`src/rtl/neuron_tdm_scheduler.sv`:
```
// Time-division scheduler sharing one Izhikevich core across N virtual neurons.
// Optional per-neuron refractory hold is enabled by defining REFRACTORY_EN.
`timescale 1ns/1ps
module neuron_tdm_scheduler #(
  parameter int N       = 7,
  parameter int W       = 16,
  parameter int V_REST  = -16640,
  parameter int U_REST  = -3328,
  parameter int TIMEOUT = 15
) (
  input  logic                clk_i,
  input  logic                reset_i,
  input  logic                frame_start_i,
  input  logic [N*W-1:0]      current_flat_i,
  output logic                core_start_o,
  output logic signed [W-1:0] core_current_o,
  output logic signed [W-1:0] core_v_o,
  output logic signed [W-1:0] core_u_o,
  input  logic                core_done_i,
  input  logic signed [W-1:0] core_v_next_i,
  input  logic signed [W-1:0] core_u_next_i,
  input  logic                core_spike_i,
  output logic [2:0]          active_idx_o,
  output logic                busy_o,
  output logic [N-1:0]        spikes_o,
  output logic                spikes_valid_o,
  output logic                err_overrun_o,
  output logic                err_timeout_o
);

  // state      | meaning
  // S_IDLE     | waiting for frame_start
  // S_SNAP     | latch currents, clear accumulator, idx=0
  // S_ISSUE    | operands valid, core_start pulse
  // S_WAIT     | waiting for core_done (bounded by TIMEOUT cycles)
  // S_WB       | store core result, then advance idx or finish
  // S_WB_ABORT | keep stored v/u, flag timeout, then advance idx or finish
  // S_DONE     | publish spike vector
  // The index advance is folded into the write-back states so each slot
  // costs ISSUE + wait + 1 cycles.
  typedef enum logic [2:0] {
    S_IDLE, S_SNAP, S_ISSUE, S_WAIT, S_WB, S_WB_ABORT, S_DONE
  } state_t;

  localparam int         CW   = $clog2(TIMEOUT + 1);
  localparam logic [2:0] LAST = 3'(N - 1);

  state_t              state_q, state_d;
  logic [2:0]          idx_q;
  logic [CW-1:0]       cnt_q;
  logic signed [W-1:0] v_mem_q [N];
  logic signed [W-1:0] u_mem_q [N];
  logic signed [W-1:0] snap_q  [N];
  logic [N-1:0]        accum_q, spikes_q;
  logic                spikes_valid_q, err_overrun_q, err_timeout_q;
  logic                last_idx, operand_en;
`ifdef REFRACTORY_EN
  logic [1:0]          refrac_q [N];
`endif

  assign last_idx   = (idx_q == LAST);
  assign operand_en = (state_q == S_ISSUE) || (state_q == S_WAIT);

  always_ff @(posedge clk_i) begin
    if (reset_i) state_q <= S_IDLE;
    else         state_q <= state_d;
  end

  // cnt_q counts completed wait cycles, so the slot aborts after TIMEOUT of them
  always_comb begin
    state_d = state_q;
    case (state_q)
      S_IDLE:     if (frame_start_i) state_d = S_SNAP;
      S_SNAP:     state_d = S_ISSUE;
      S_ISSUE:    state_d = S_WAIT;
      S_WAIT: begin
        if (core_done_i)                         state_d = S_WB;
        else if (cnt_q == CW'(TIMEOUT - 1))      state_d = S_WB_ABORT;
      end
      S_WB,
      S_WB_ABORT: state_d = last_idx ? S_DONE : S_ISSUE;
      S_DONE:     state_d = S_IDLE;
      default:    state_d = S_IDLE;
    endcase
  end

  always_ff @(posedge clk_i) begin
    if (reset_i) begin
      idx_q          <= '0;
      cnt_q          <= '0;
      accum_q        <= '0;
      spikes_q       <= '0;
      spikes_valid_q <= 1'b0;
      err_overrun_q  <= 1'b0;
      err_timeout_q  <= 1'b0;
      for (int i = 0; i < N; i++) begin
        v_mem_q[i] <= W'(V_REST);
        u_mem_q[i] <= W'(U_REST);
        snap_q[i]  <= '0;
`ifdef REFRACTORY_EN
        refrac_q[i] <= 2'd0;
`endif
      end
    end else begin
      spikes_valid_q <= 1'b0;
      if (frame_start_i && (state_q != S_IDLE)) err_overrun_q <= 1'b1;
      case (state_q)
        S_SNAP: begin
          for (int i = 0; i < N; i++) snap_q[i] <= current_flat_i[i*W +: W];
          accum_q <= '0;
          idx_q   <= '0;
        end
        S_ISSUE: cnt_q <= '0;
        S_WAIT:  if (!core_done_i) cnt_q <= cnt_q + CW'(1);
        S_WB: begin
          v_mem_q[idx_q] <= core_v_next_i;
          u_mem_q[idx_q] <= core_u_next_i;
          accum_q[idx_q] <= core_spike_i;
`ifdef REFRACTORY_EN
          if (core_spike_i)                refrac_q[idx_q] <= 2'd3;
          else if (refrac_q[idx_q] != 2'd0) refrac_q[idx_q] <= refrac_q[idx_q] - 2'd1;
`endif
          if (!last_idx) idx_q <= idx_q + 3'd1;
        end
        S_WB_ABORT: begin
          accum_q[idx_q] <= 1'b0;
          err_timeout_q  <= 1'b1;
`ifdef REFRACTORY_EN
          if (refrac_q[idx_q] != 2'd0) refrac_q[idx_q] <= refrac_q[idx_q] - 2'd1;
`endif
          if (!last_idx) idx_q <= idx_q + 3'd1;
        end
        S_DONE: begin
          spikes_q       <= accum_q;
          spikes_valid_q <= 1'b1;
          idx_q          <= '0;
        end
        default: ;
      endcase
    end
  end

  // Operands come straight from storage, so they stay put through WAIT
  always_comb begin
    core_current_o = '0;
    core_v_o       = '0;
    core_u_o       = '0;
    if (operand_en) begin
      core_v_o = v_mem_q[idx_q];
      core_u_o = u_mem_q[idx_q];
`ifdef REFRACTORY_EN
      core_current_o = (refrac_q[idx_q] != 2'd0) ? '0 : snap_q[idx_q];
`else
      core_current_o = snap_q[idx_q];
`endif
    end
  end

  assign core_start_o   = (state_q == S_ISSUE);
  assign busy_o         = (state_q != S_IDLE);
  assign active_idx_o   = idx_q;
  assign spikes_o       = spikes_q;
  assign spikes_valid_o = spikes_valid_q;
  assign err_overrun_o  = err_overrun_q;
  assign err_timeout_o  = err_timeout_q;

endmodule

```
`config.mk`:
```
export PLATFORM = sky130hd
export DESIGN_NAME = neuron_tdm_scheduler
export DESIGN_NICKNAME = d
export VERILOG_FILES = /design/src/rtl/neuron_tdm_scheduler.sv
export SDC_FILE = /design/constraint.sdc
export NUM_CORES = 1
export LEC_CHECK = 0
export ABC_CLOCK_PERIOD_IN_PS = 5490
export BUFFER_PORTS_ARGS = -buffer_cell sky130_fd_sc_hd__buf_2
export CORE_MARGIN = 5
export CORE_UTILIZATION = 35
export CTS_BUF_LIST = sky130_fd_sc_hd__clkbuf_2
export CTS_CLUSTER_DIAMETER = 50
export DETAILED_ROUTE_END_ITERATION = 8
export SLEW_MARGIN = 20
export SYNTH_ARGS = -nofsm -noshare
export SYNTH_HDL_FRONTEND = slang
export SYNTH_SLANG_ARGS = --single-unit
```
`constraint.sdc`:
```
create_clock -name clk_i -period 5.49 [get_ports clk_i]
set_clock_uncertainty 0.05 [all_clocks]
set_input_delay 0.2745 -clock clk_i [delete_from_list [all_inputs] [get_ports clk_i]]
set_output_delay 0.2745 -clock clk_i [all_outputs]
set_load 0.01 [all_outputs]
```
==> metrics.txt, run 1 <==
synthesized flop and latch total 398; crit path to core_u_o[9]; Routed WL 51600 um; RSZ-0062 raised after global routing no; vias in the first global route 13481; worst relative slew slack 27.54%; Chip Width 230.5 um; crit path time final 3827 ps; leakage 8.661 nW; post-DR wirelength/cell 20.76 um; switching portion of total power 26.82%; Comb pwr share 11.5%; post-route ant nets 0; cells along the critical path buf_12, mux4_2, a22o_1, buf_2; status finished clean; Worst Path Buf+Inv 2; WP depth 4; RR Endpoint v_mem_q[3][0]$_SDFFCE_PN0P_; overall routing resource usage 18.82%; Placed Instances 1998; Die ar. 0.05311 mm^2; core area 0.04795 mm^2; post-synth net total 1400; via count 12726; cells after synthesis 1247; final worst-path cycle share 69.70%; startpoint types flip-flop; RePlAce Congestion 0.7804; reg2reg start active_idx_o[1]$_SDFFE_PP0N_; reg-to-reg setup timing slack 2190 ps; Setup TNS 0 ps; clock sinks 398; CP max stage cell dfxtp_4; Synth cell types 44; Critical Path AT 3500 ps; Worst Path Required 5170 ps; Pre-Repair DR Iteration Count 5; DR vias/cell 5.121; CTS Buffer Depth 3; hpwl dp 28420 um; TritonCTS buffer count 104; share of cells above drive strength 1 27.71%; Starting Density 35.48%; Post-CTS Setup Inserts 0; fill count 4175; Post-synth EDFFs 336; Final nets 1933; Post-CTS Hold Fix Bufs 291; Max Clock Freq 0.2613 GHz; sequential area share after synthesis 66.61%; Initial DRC Count 1096; final setup fails 0; Cell Rows 80; PostCTS Resize Cnt 0; most used flip-flop cell after synthesis edfxtp_1; drt drc 0; Root Driver clkbuf_2; worst-margin pin slew 1086 ps; synth-to-layout area growth 32.49%; switching power total 0.001676 W; Final Hold Viols 0; Post-Synthesis Cell Area 0.01701 mm^2; Fin Hold WS 108.1 ps; initial antenna violation count 6; part of the power in registers 55.2%; Warnings, synthesis 0; R2R depth 3; first-pass GRT wire length 77730 um; worst skew pair latency 1040 ps; CTS tree yes; Syn Area/Cell 13.64 um^2; asr flop ratio synth 0%; Hold Path Class input pin to flip-flop; Critical Path End Type primary output; io pins 212; Clk pwr share 33.3%; # port buffers 211; crit path kind flip-flop to primary output; H-tree depth 3; Die H 230.5 um; grt ovf 0; power density over the cells 277.2 mW/mm^2; Max Cap Viol 0; delay-heaviest family, CP flip-flops; Reg clk slew, reported paths 120 ps; largest net degree at the start of global routing 105; Final Max Tran Viols 0; Cell Count, Final, Fillers Out 2485; peak supply drop 0.1653 mV; CP peak stage delay 990 ps; crit path max fanout 52; design internal power 0.004572 W
==> cells in the mapped netlist (9+ instances only) <==
library cell	n	area, um^2
a22o_1	32	280.3
and3_1	98	613.1
dfxtp_1	62	1241
mux4_2	80	1802
o21ai_0	36	180.2
buf_1	9	33.78
nor2b_1	19	118.9
edfxtp_1	336	10090
clkbuf_1	59	221.5
inv_1	38	142.6
a21oi_1	46	230.2
buf_2	23	115.1
nor2_1	142	533.0
nand2_1	174	653.1
mux2i_1	23	230.2
==> registers in the layout (all words and copies together), names as in the netlist, named ones only <==
| signal | count |
|---|---|
| cnt_q | 4 |
| err_timeout_o | 1 |
| snap_q | 112 |
| v_mem_q | 128 |
| spikes_o | 7 |
| accum_q | 7 |
| err_overrun_o | 1 |
| u_mem_q | 128 |
| state_q | 3 |
| active_idx_o | 3 |
| spikes_valid_o | 1 |
==> cell families (layout without fill, tap and decap cells) <==
family          after synthesis  after routing  share of synthesized area (%)
buf+inv                     136            751                          3.369
mux                         103            103                          11.94
fa+ha+maj                     4              4                         0.2942
flops                       398            398                          66.61
compound gates              133            133                          4.869
simple gates                471            471                          12.81
other cells                   0              8                              0
xor+xnor                      2              2                         0.1030
==> power groups by stage <==
stage	registers [W]	logic, W	clock network [W]
final	0.00345	0.000719	0.00208
after global routing	0.00346	0.000766	0.00232
after CTS	0.00345	0.000706	0.00212
after detailed placement	0.00352	0.000547	0
after global placement	0.00351	0.000541	0
after floorplan	0.00348	0.000363	0
==> metal layers <==
layer  up-vias  global-route usage (%)  part of all wire (%)
met5         -                       0                     0
met4         0                   7.827                   3.8
met3       145                   4.792                   7.0
met2       584                   31.87                    50
met1      6267                   23.07                    39
li1       5730                       -                     -
==> how the worst min path moves through the flow <==
| stage | cells past startpoint | endpoint | slack (ps) | start |
|---|---|---|---|---|
| finish | 3 | snap_q[0][4]$_SDFFCE_PN0P_ | 110 | current_flat_i[4] |
| global route | 3 | snap_q[0][4]$_SDFFCE_PN0P_ | 10 | current_flat_i[4] |
| CTS | 3 | snap_q[0][15]$_SDFFCE_PN0P_ | 0.6 | current_flat_i[15] |
| detailed placement | 2 | v_mem_q[6][0]$_SDFFE_PP0P_ | 400 | v_mem_q[6][0]$_SDFFE_PP0P_ |
| global placement | 2 | v_mem_q[6][5]$_SDFFE_PP0P_ | 390 | v_mem_q[6][5]$_SDFFE_PP0P_ |
| floorplan | 2 | u_mem_q[6][12]$_SDFFE_PP1P_ | 320 | core_u_next_i[12] |
==> tightest hold or removal path, delay by kind of cell <==
| kind | cells | cell delay (ps) |
|---|---|---|
| buffers and inverters | 2 | 650 |
| and+or+nand+nor | 1 | 190 |
==> layout by cell type, fill, tap and decap left out, types with 3 or more instances in the layout <==
cell and count:
and3_1 97, a31oi_1 3, inv_2 4, clkinv_2 9, clkinv_1 12, mux2i_1 23, o21ai_2 5, nand3b_1 4
a22o_1 32, inv_1 37, nor2_1 140, or3_1 4, buf_4 21, edfxtp_1 336, mux4_2 80, nand2b_1 3
dfxtp_1 60, diode_2 8, nor2b_1 19, o21ai_1 5, clkbuf_2 161, dlygate4sd3_1 291, o21ai_0 31, nor2_2 6
nand2_1 174, ha_1 4, a21oi_1 46, o2bb2ai_1 5, or3b_2 3, buf_2 211, nor3_1 5
==> final cells by class <==
class                   instances  area (um^2)  share of cell area [%]
clock buffers                 161        805.8                   3.575
well taps                     615        769.5                   3.414
clock inverters                27        153.9                  0.6828
inverters                      39        146.4                  0.6495
diodes                          8        20.02                 0.08882
multi-input cells             713         5159                   22.89
flip-flops and latches        398        11340                   50.31
repair buffers                524         4146                   18.40
==> per-stage QoR <==
stage | total power (W) | utilization [%] | worst slack, ps | instance area [um^2]
4_1_cts | 0.006269 | 46.97 | 1428 | 22520
5_1_grt | 0.006551 | 46.99 | 1316 | 22530
3_3_place_gp | 0.004052 | 38.89 | 2101 | 18650
6_report | 0.006248 | 47.01 | 1663 | 22540
3_5_place_dp | 0.004063 | 38.89 | 2057 | 18650
2_1_floorplan | 0.003839 | - | 736.1 | 17010
Power figures use the tool's default switching activity.
==> inputs of run 2 (changes only) <==
--- a/config.mk
+++ b/config.mk
@@ -5,7 +5,8 @@
 export SDC_FILE = /design/constraint.sdc
 export NUM_CORES = 1
 export LEC_CHECK = 0
-export ABC_CLOCK_PERIOD_IN_PS = 5490
+export ABC_AREA = 1
+export ABC_CLOCK_PERIOD_IN_PS = 3100
 export BUFFER_PORTS_ARGS = -buffer_cell sky130_fd_sc_hd__buf_2
 export CORE_MARGIN = 5
 export CORE_UTILIZATION = 35
==> constraint.sdc (replaced) <==
create_clock -name clk_i -period 3.1 [get_ports clk_i]
set_clock_uncertainty 0.05 [all_clocks]
set_input_delay 0.155 -clock clk_i [delete_from_list [all_inputs] [get_ports clk_i]]
set_output_delay 0.155 -clock clk_i [all_outputs]
set_load 0.01 [all_outputs]
==> metrics.txt, run 2 <==
synth-to-layout area growth 32.56%; synth top area cells edfxtp_1, nor2_1, nand2_1; drt drc 0; Top Layer Used met5; RePlAce Congestion 0.8390; via count 16889; Fin Hold WS 246.6 ps; core area 0.05360 mm^2; largest net degree at the start of global routing 97; post-synth net total 2361; Cell Rows 85; RSZ-0062 raised after global routing yes; post-DR wirelength/cell 16.98 um; Final Max Tran Viols 0; Worst Path Required 2890 ps; Chip Width 242.1 um; crit path kind flip-flop to primary output; status finished clean; Die ar. 0.05863 mm^2; CTS tree yes; asr flop ratio synth 0%; DR WL met3 4675 um; leading cell types by count after synthesis nor2_1, nand2_1, edfxtp_1; Synth cell types 31; leakage 11.19 nW; DR vias/cell 4.743; first-pass GRT wire length 93430 um; peak supply drop 0.4120 mV; worst skew pair latency 1090 ps; cell taking the most area after synthesis edfxtp_1; initial antenna violation count 5; grt ovf 0; crit path max fanout 48; most common cell in the netlist nor2_1; Placed Instances 3042; startpoint types flip-flop; commonest non-fill, non-tap cells in the layout nor2_1, nand2_1, edfxtp_1; Warnings, synthesis 0; Final Worst Setup Slack 177.0 ps; clock sinks 398; Place WS 827.2 ps; most common cell after layout, fill and taps aside nor2_1; Routed WL 60480 um; # port buffers 211; Routed met2 length 30070 um; Syn Area/Cell 8.542 um^2; vias in the first global route 17214; worst-margin pin slew 679.5 ps; power density over the cells 595.8 mW/mm^2; synthesized flop and latch total 398; Final Hold Viols 0; biggest regs u_mem_q x128, v_mem_q x128, snap_q x112; Hold Path Class input pin to flip-flop; most used flip-flop cell after synthesis edfxtp_1; Pre-Repair DR Iteration Count 5; H-tree depth 3; post-route ant nets 0; Final nets 2931; Root Driver clkbuf_2; final worst-path cycle share 94.29%; Max Clock Freq 0.3421 GHz; Post-synth EDFFs 336; crit path time final 2923 ps; share of cells above drive strength 1 17.27%; Initial DRC Count 1250; Synth top area share 53.50%; hpwl dp 33310 um; Metal-1 WL 23910 um; Cell Count, Final, Fillers Out 3561; sequential area share after synthesis 60.08%; Critical Path AT 2720 ps; worst relative slew slack 54.54%; Starting Density 35.19%; total power 0.01490 W; TritonCTS buffer count 106; io pins 212; overall routing resource usage 20.03%; Max Cap Viol 0; final setup fails 0; CTS Buffer Depth 3; Die H 242.1 um; cells after synthesis 2208; Reg clk slew, reported paths 100 ps; Post-Synthesis Cell Area 0.01886 mm^2; Critical Path End Type primary output
run 2: cell types whose count changed in the layout (fill, tap and decap cells not counted), sizes merged, moves of 6 or more:
cell,change
nor2b,-19
nand3,+83
a22o,-32
nor2,+515
and3,-98
nand2,+348
mux4,-80
mux2i,-23
o21ai,+52
dlygate4sd3,+25
buf,+24
inv,+237
clkinv,+6
run 2: worst paths after layout:
| check | slack (ps) | endpoint | cells after the start | start |
|---|---|---|---|---|
| setup / recovery | 180 | core_current_o[6] | 8 | flip-flop |
| hold / removal | 250 | u_mem_q[0][8]$_SDFFCE_PN1P_ | 6 | reset_i |
| setup reg to reg | 420 | u_mem_q[6][5]$_SDFFE_PP0P_ | 7 | state_q[2]$_SDFFE_PP0P_ |
| hold reg to reg | 420 | accum_q[0]$_SDFFE_PP0P_ | 2 | accum_q[0]$_SDFFE_PP0P_ |
run 2: repair_timing:
item,in CTS,in global routing
endpoints found under the hold margin,509,0
cloned,2,2
endpoints found under the setup margin,48,35
resized for setup,18,15
hold buffers,316,0
setup buffers,0,4
run 2: layout make-up:
type                    count  area [um^2]
diodes                      4        10.01
clock buffers             161        805.8
clock inverters            30        158.9
fillers                  5064        28600
inverters                 282         1080
multi-input cells        1414         5953
flip-flops and latches    398        11340
well taps                 696        870.8
repair buffers            575         4778
repair inverters            1        7.507
run 2: per-stage QoR:
| stage | TNS [ps] | area [um^2] | utilization, % |
|---|---|---|---|
| final | 0 | 25000 | 46.64 |
| after floorplan | 0 | 18870 | - |
| after CTS | -27.56 | 24860 | 46.38 |
| after global routing | -67.65 | 25000 | 46.64 |
| after detailed placement | 0 | 20630 | 38.49 |
| after global placement | 0 | 20630 | 38.49 |
run 2: kinds of logic (layout without fill, tap and decap cells):
kind of cell,after synthesis,count (layout),share of synthesized area [%]
other,0,4,0
and+or+nand+nor,1274,1274,27.33
DFF,398,398,60.08
AOI/OAI and AO/OA,136,136,3.622
buffers and inverters,396,1049,8.704
adders and majority gates,4,4,0.2654
run 2: report_power, final:
part,switching [W],leakage [nW],internal (W)
Combinational,0.00309,6.76,0.00152
Sequential,0.000211,3.68,0.00633
Clock,0.00227,0.751,0.00147
Total,0.00557,11.2,0.00933
run 2: layer usage:
layer	vias to the layer above	global-route usage, %
met3	139	4.700
met2	730	35.09
met4	2	7.318
met5	-	0
li1	8084	-
met1	7934	24.15
run 2: critical path, cell delays in order, from the launching register on:
cell,delay [ps]
dfxtp_4,520
buf_16,260
nand2_1,100
nand2_1,80
nand2_1,60
nand2_1,140
nand2_1,80
a21oi_1,210
buf_2,190
==> inputs of run 3 (changes only) <==
==> constraint.sdc (replaced) <==
create_clock -name clk_i -period 3.1 [get_ports clk_i]
set_clock_uncertainty 0.05 [all_clocks]
set_input_delay 0 -clock clk_i [delete_from_list [all_inputs] [get_ports clk_i]]
set_output_delay 0 -clock clk_i [all_outputs]
set_load 0.01 [all_outputs]
==> metrics.txt, run 3 (synthesis gave the netlist of run 2 again) <==
status finished clean; peak supply drop 0.3127 mV; Worst Path Required 3050 ps; worst relative slew slack 54.73%; worst-margin pin slew 679.1 ps; reg2reg start state_q[2]$_SDFFE_PP0P_; largest net degree at the start of global routing 101; CP peak stage delay 470 ps; Hold Path Class input pin to flip-flop; Root Driver clkbuf_2; Starting Density 35.19%; CTS tree yes; crit path time final 2878 ps; WHS Path Cells 5; Die H 242.1 um; RR Endpoint v_mem_q[6][6]$_SDFFE_PP0P_; CP max stage cell dfxtp_1; TritonCTS buffer count 103; Chip Width 242.1 um; via count 16903; startpoint types flip-flop; power density over the cells 591.9 mW/mm^2; most common cell after layout, fill and taps aside nor2_1; Critical Path AT 2830 ps; Final Worst Setup Slack 222.1 ps; DR vias/cell 4.743; drt drc 0; worst skew pair latency 1050 ps; Worst Path Buf+Inv 3; Die ar. 0.05863 mm^2; H-tree depth 3; commonest non-fill, non-tap cells in the layout nor2_1, nand2_1, edfxtp_1; final setup fails 0; total power 0.01480 W; Hold Path Sink snap_q[4][8]$_SDFFCE_PN0P_; biggest regs u_mem_q x128, v_mem_q x128, snap_q x112; Initial DRC Count 1287; Routed WL 60800 um; RePlAce Congestion 0.8483; first-pass GRT wire length 93500 um; reg-to-reg setup timing slack 290 ps; overall routing resource usage 20.00%; # port buffers 211; RSZ-0062 raised after global routing yes; crit path max fanout 32; Pre-Repair DR Iteration Count 8; fill count 5000; clock sinks 398; leakage 11.24 nW; R2R depth 7; crit path kind flip-flop to primary output; Reg clk slew, reported paths 110 ps; Critical Path End Type primary output; post-DR wirelength/cell 17.06 um; grt ovf 0; Hold Crit Start current_flat_i[72]; share of cells above drive strength 1 16.74%; Max Cap Viol 0; Final Hold Viols 0; core area 0.05360 mm^2; post-route ant nets 0; final worst-path cycle share 92.83%; hpwl dp 32790 um; vias in the first global route 17332; cells along the critical path inv_2, nor2_2, clkbuf_8, nand2_1, nor2_1, buf_2; Final nets 2938; io pins 212; Post-CTS Setup Inserts 0; Final Max Tran Viols 0; initial antenna violation count 8; Cell Rows 85; Max Clock Freq 0.3475 GHz; Reg area 0.01134 mm^2; Place WS 986.0 ps; synth-to-layout area growth 32.60%; delay-heaviest family, CP buffers and inverters; multi-input logic area 0.005927 mm^2; CTS Buffer Depth 3
## run 3: changes by cell type in the layout (fill, tap and decap cells not counted), moves of 2 or more
cell           previous run  this run
nor2_2                    9         3
dlygate4sd3_1           316       332
clkinvlp_4                4         2
diode_2                   4         6
buf_12                    5         3
clkbuf_2                161       165
nor2_1                  641       648
clkinv_1                 23        15
buf_4                    34        30
clkinv_2                  6         3
## run 3: worst max-delay path by stage
stage / start / to / slack [ps] / depth (start not counted)
floorplan: active_idx_o[1]$_SDFFE_PP0N_ / u_mem_q[5][0]$_DFFE_PP_ / 450 / 3
global placement: active_idx_o[2]$_SDFFE_PP0N_ / u_mem_q[3][7]$_SDFFCE_PN0P_ / 1000 / 7
detailed placement: state_q[2]$_SDFFE_PP0P_ / u_mem_q[6][14]$_SDFFE_PP1P_ / 990 / 6
CTS: state_q[1]$_SDFFE_PP0P_ / core_u_o[15] / 20 / 6
global route: flip-flop / core_current_o[6] / -0.2 / 8
finish: state_q[1]$_SDFFE_PP0P_ / core_u_o[15] / 220 / 6
## run 3: report_power, final
part | leakage, nW | internal (W) | switching, W
logic | 6.82 | 0.00150 | 0.00310
clock network | 0.739 | 0.00147 | 0.00220
registers | 3.68 | 0.00633 | 0.000196
total | 11.2 | 0.00930 | 0.00550
## run 3: routing by layer
metal / vias up / routed length [um] / global-route usage [%]
met5: - / 11 / 0
li1: 8075 / - / -
met2: 752 / 30080 / 34.44
met3: 121 / 4841 / 4.634
met1: 7953 / 24140 / 24.39
met4: 2 / 1719 / 7.905
## run 3: cell type report
cell class | instances | share of cell area, %
antenna | 6 | 0.06004
tap | 696 | 3.482
multi-input combinational | 1414 | 23.70
timing repair buffer | 585 | 19.39
sequential | 398 | 45.33
inverter | 282 | 4.308
timing repair inverter | 1 | 0.02001
clock buffer | 165 | 3.302
clock inverter | 17 | 0.4102
## run 3: through the flow
stage / instance area (um^2) / cells / hold slack (ps) / setup TNS, ps / util (%)
2_1_floorplan: 18870 / 2208 / 94.69 / 0 / -
3_3_place_gp: 20600 / 3040 / 234.3 / 0 / 38.44
3_5_place_dp: 20600 / 3040 / 241.1 / 0 / 38.44
4_1_cts: 24910 / 3555 / 114.1 / 0 / 46.47
5_1_grt: 25010 / 3563 / 196.9 / -0.2234 / 46.65
6_report: 25010 / 3564 / 272.0 / 0 / 46.66
## run 3: what timing repair did
action | 4_1_cts | 5_1_grt
gates resized for setup | 4 | 12
pin swaps | 0 | 0
cloned | 1 | 3
endpoints found under the hold margin | 652 | 0
hold buffers | 332 | 0
endpoints found under the setup margin | 35 | 17
## run 3: worst min-delay path: cells and delay by family
kind	cells	cell delay, ps
buf+inv	4	1190
simple gates	1	90
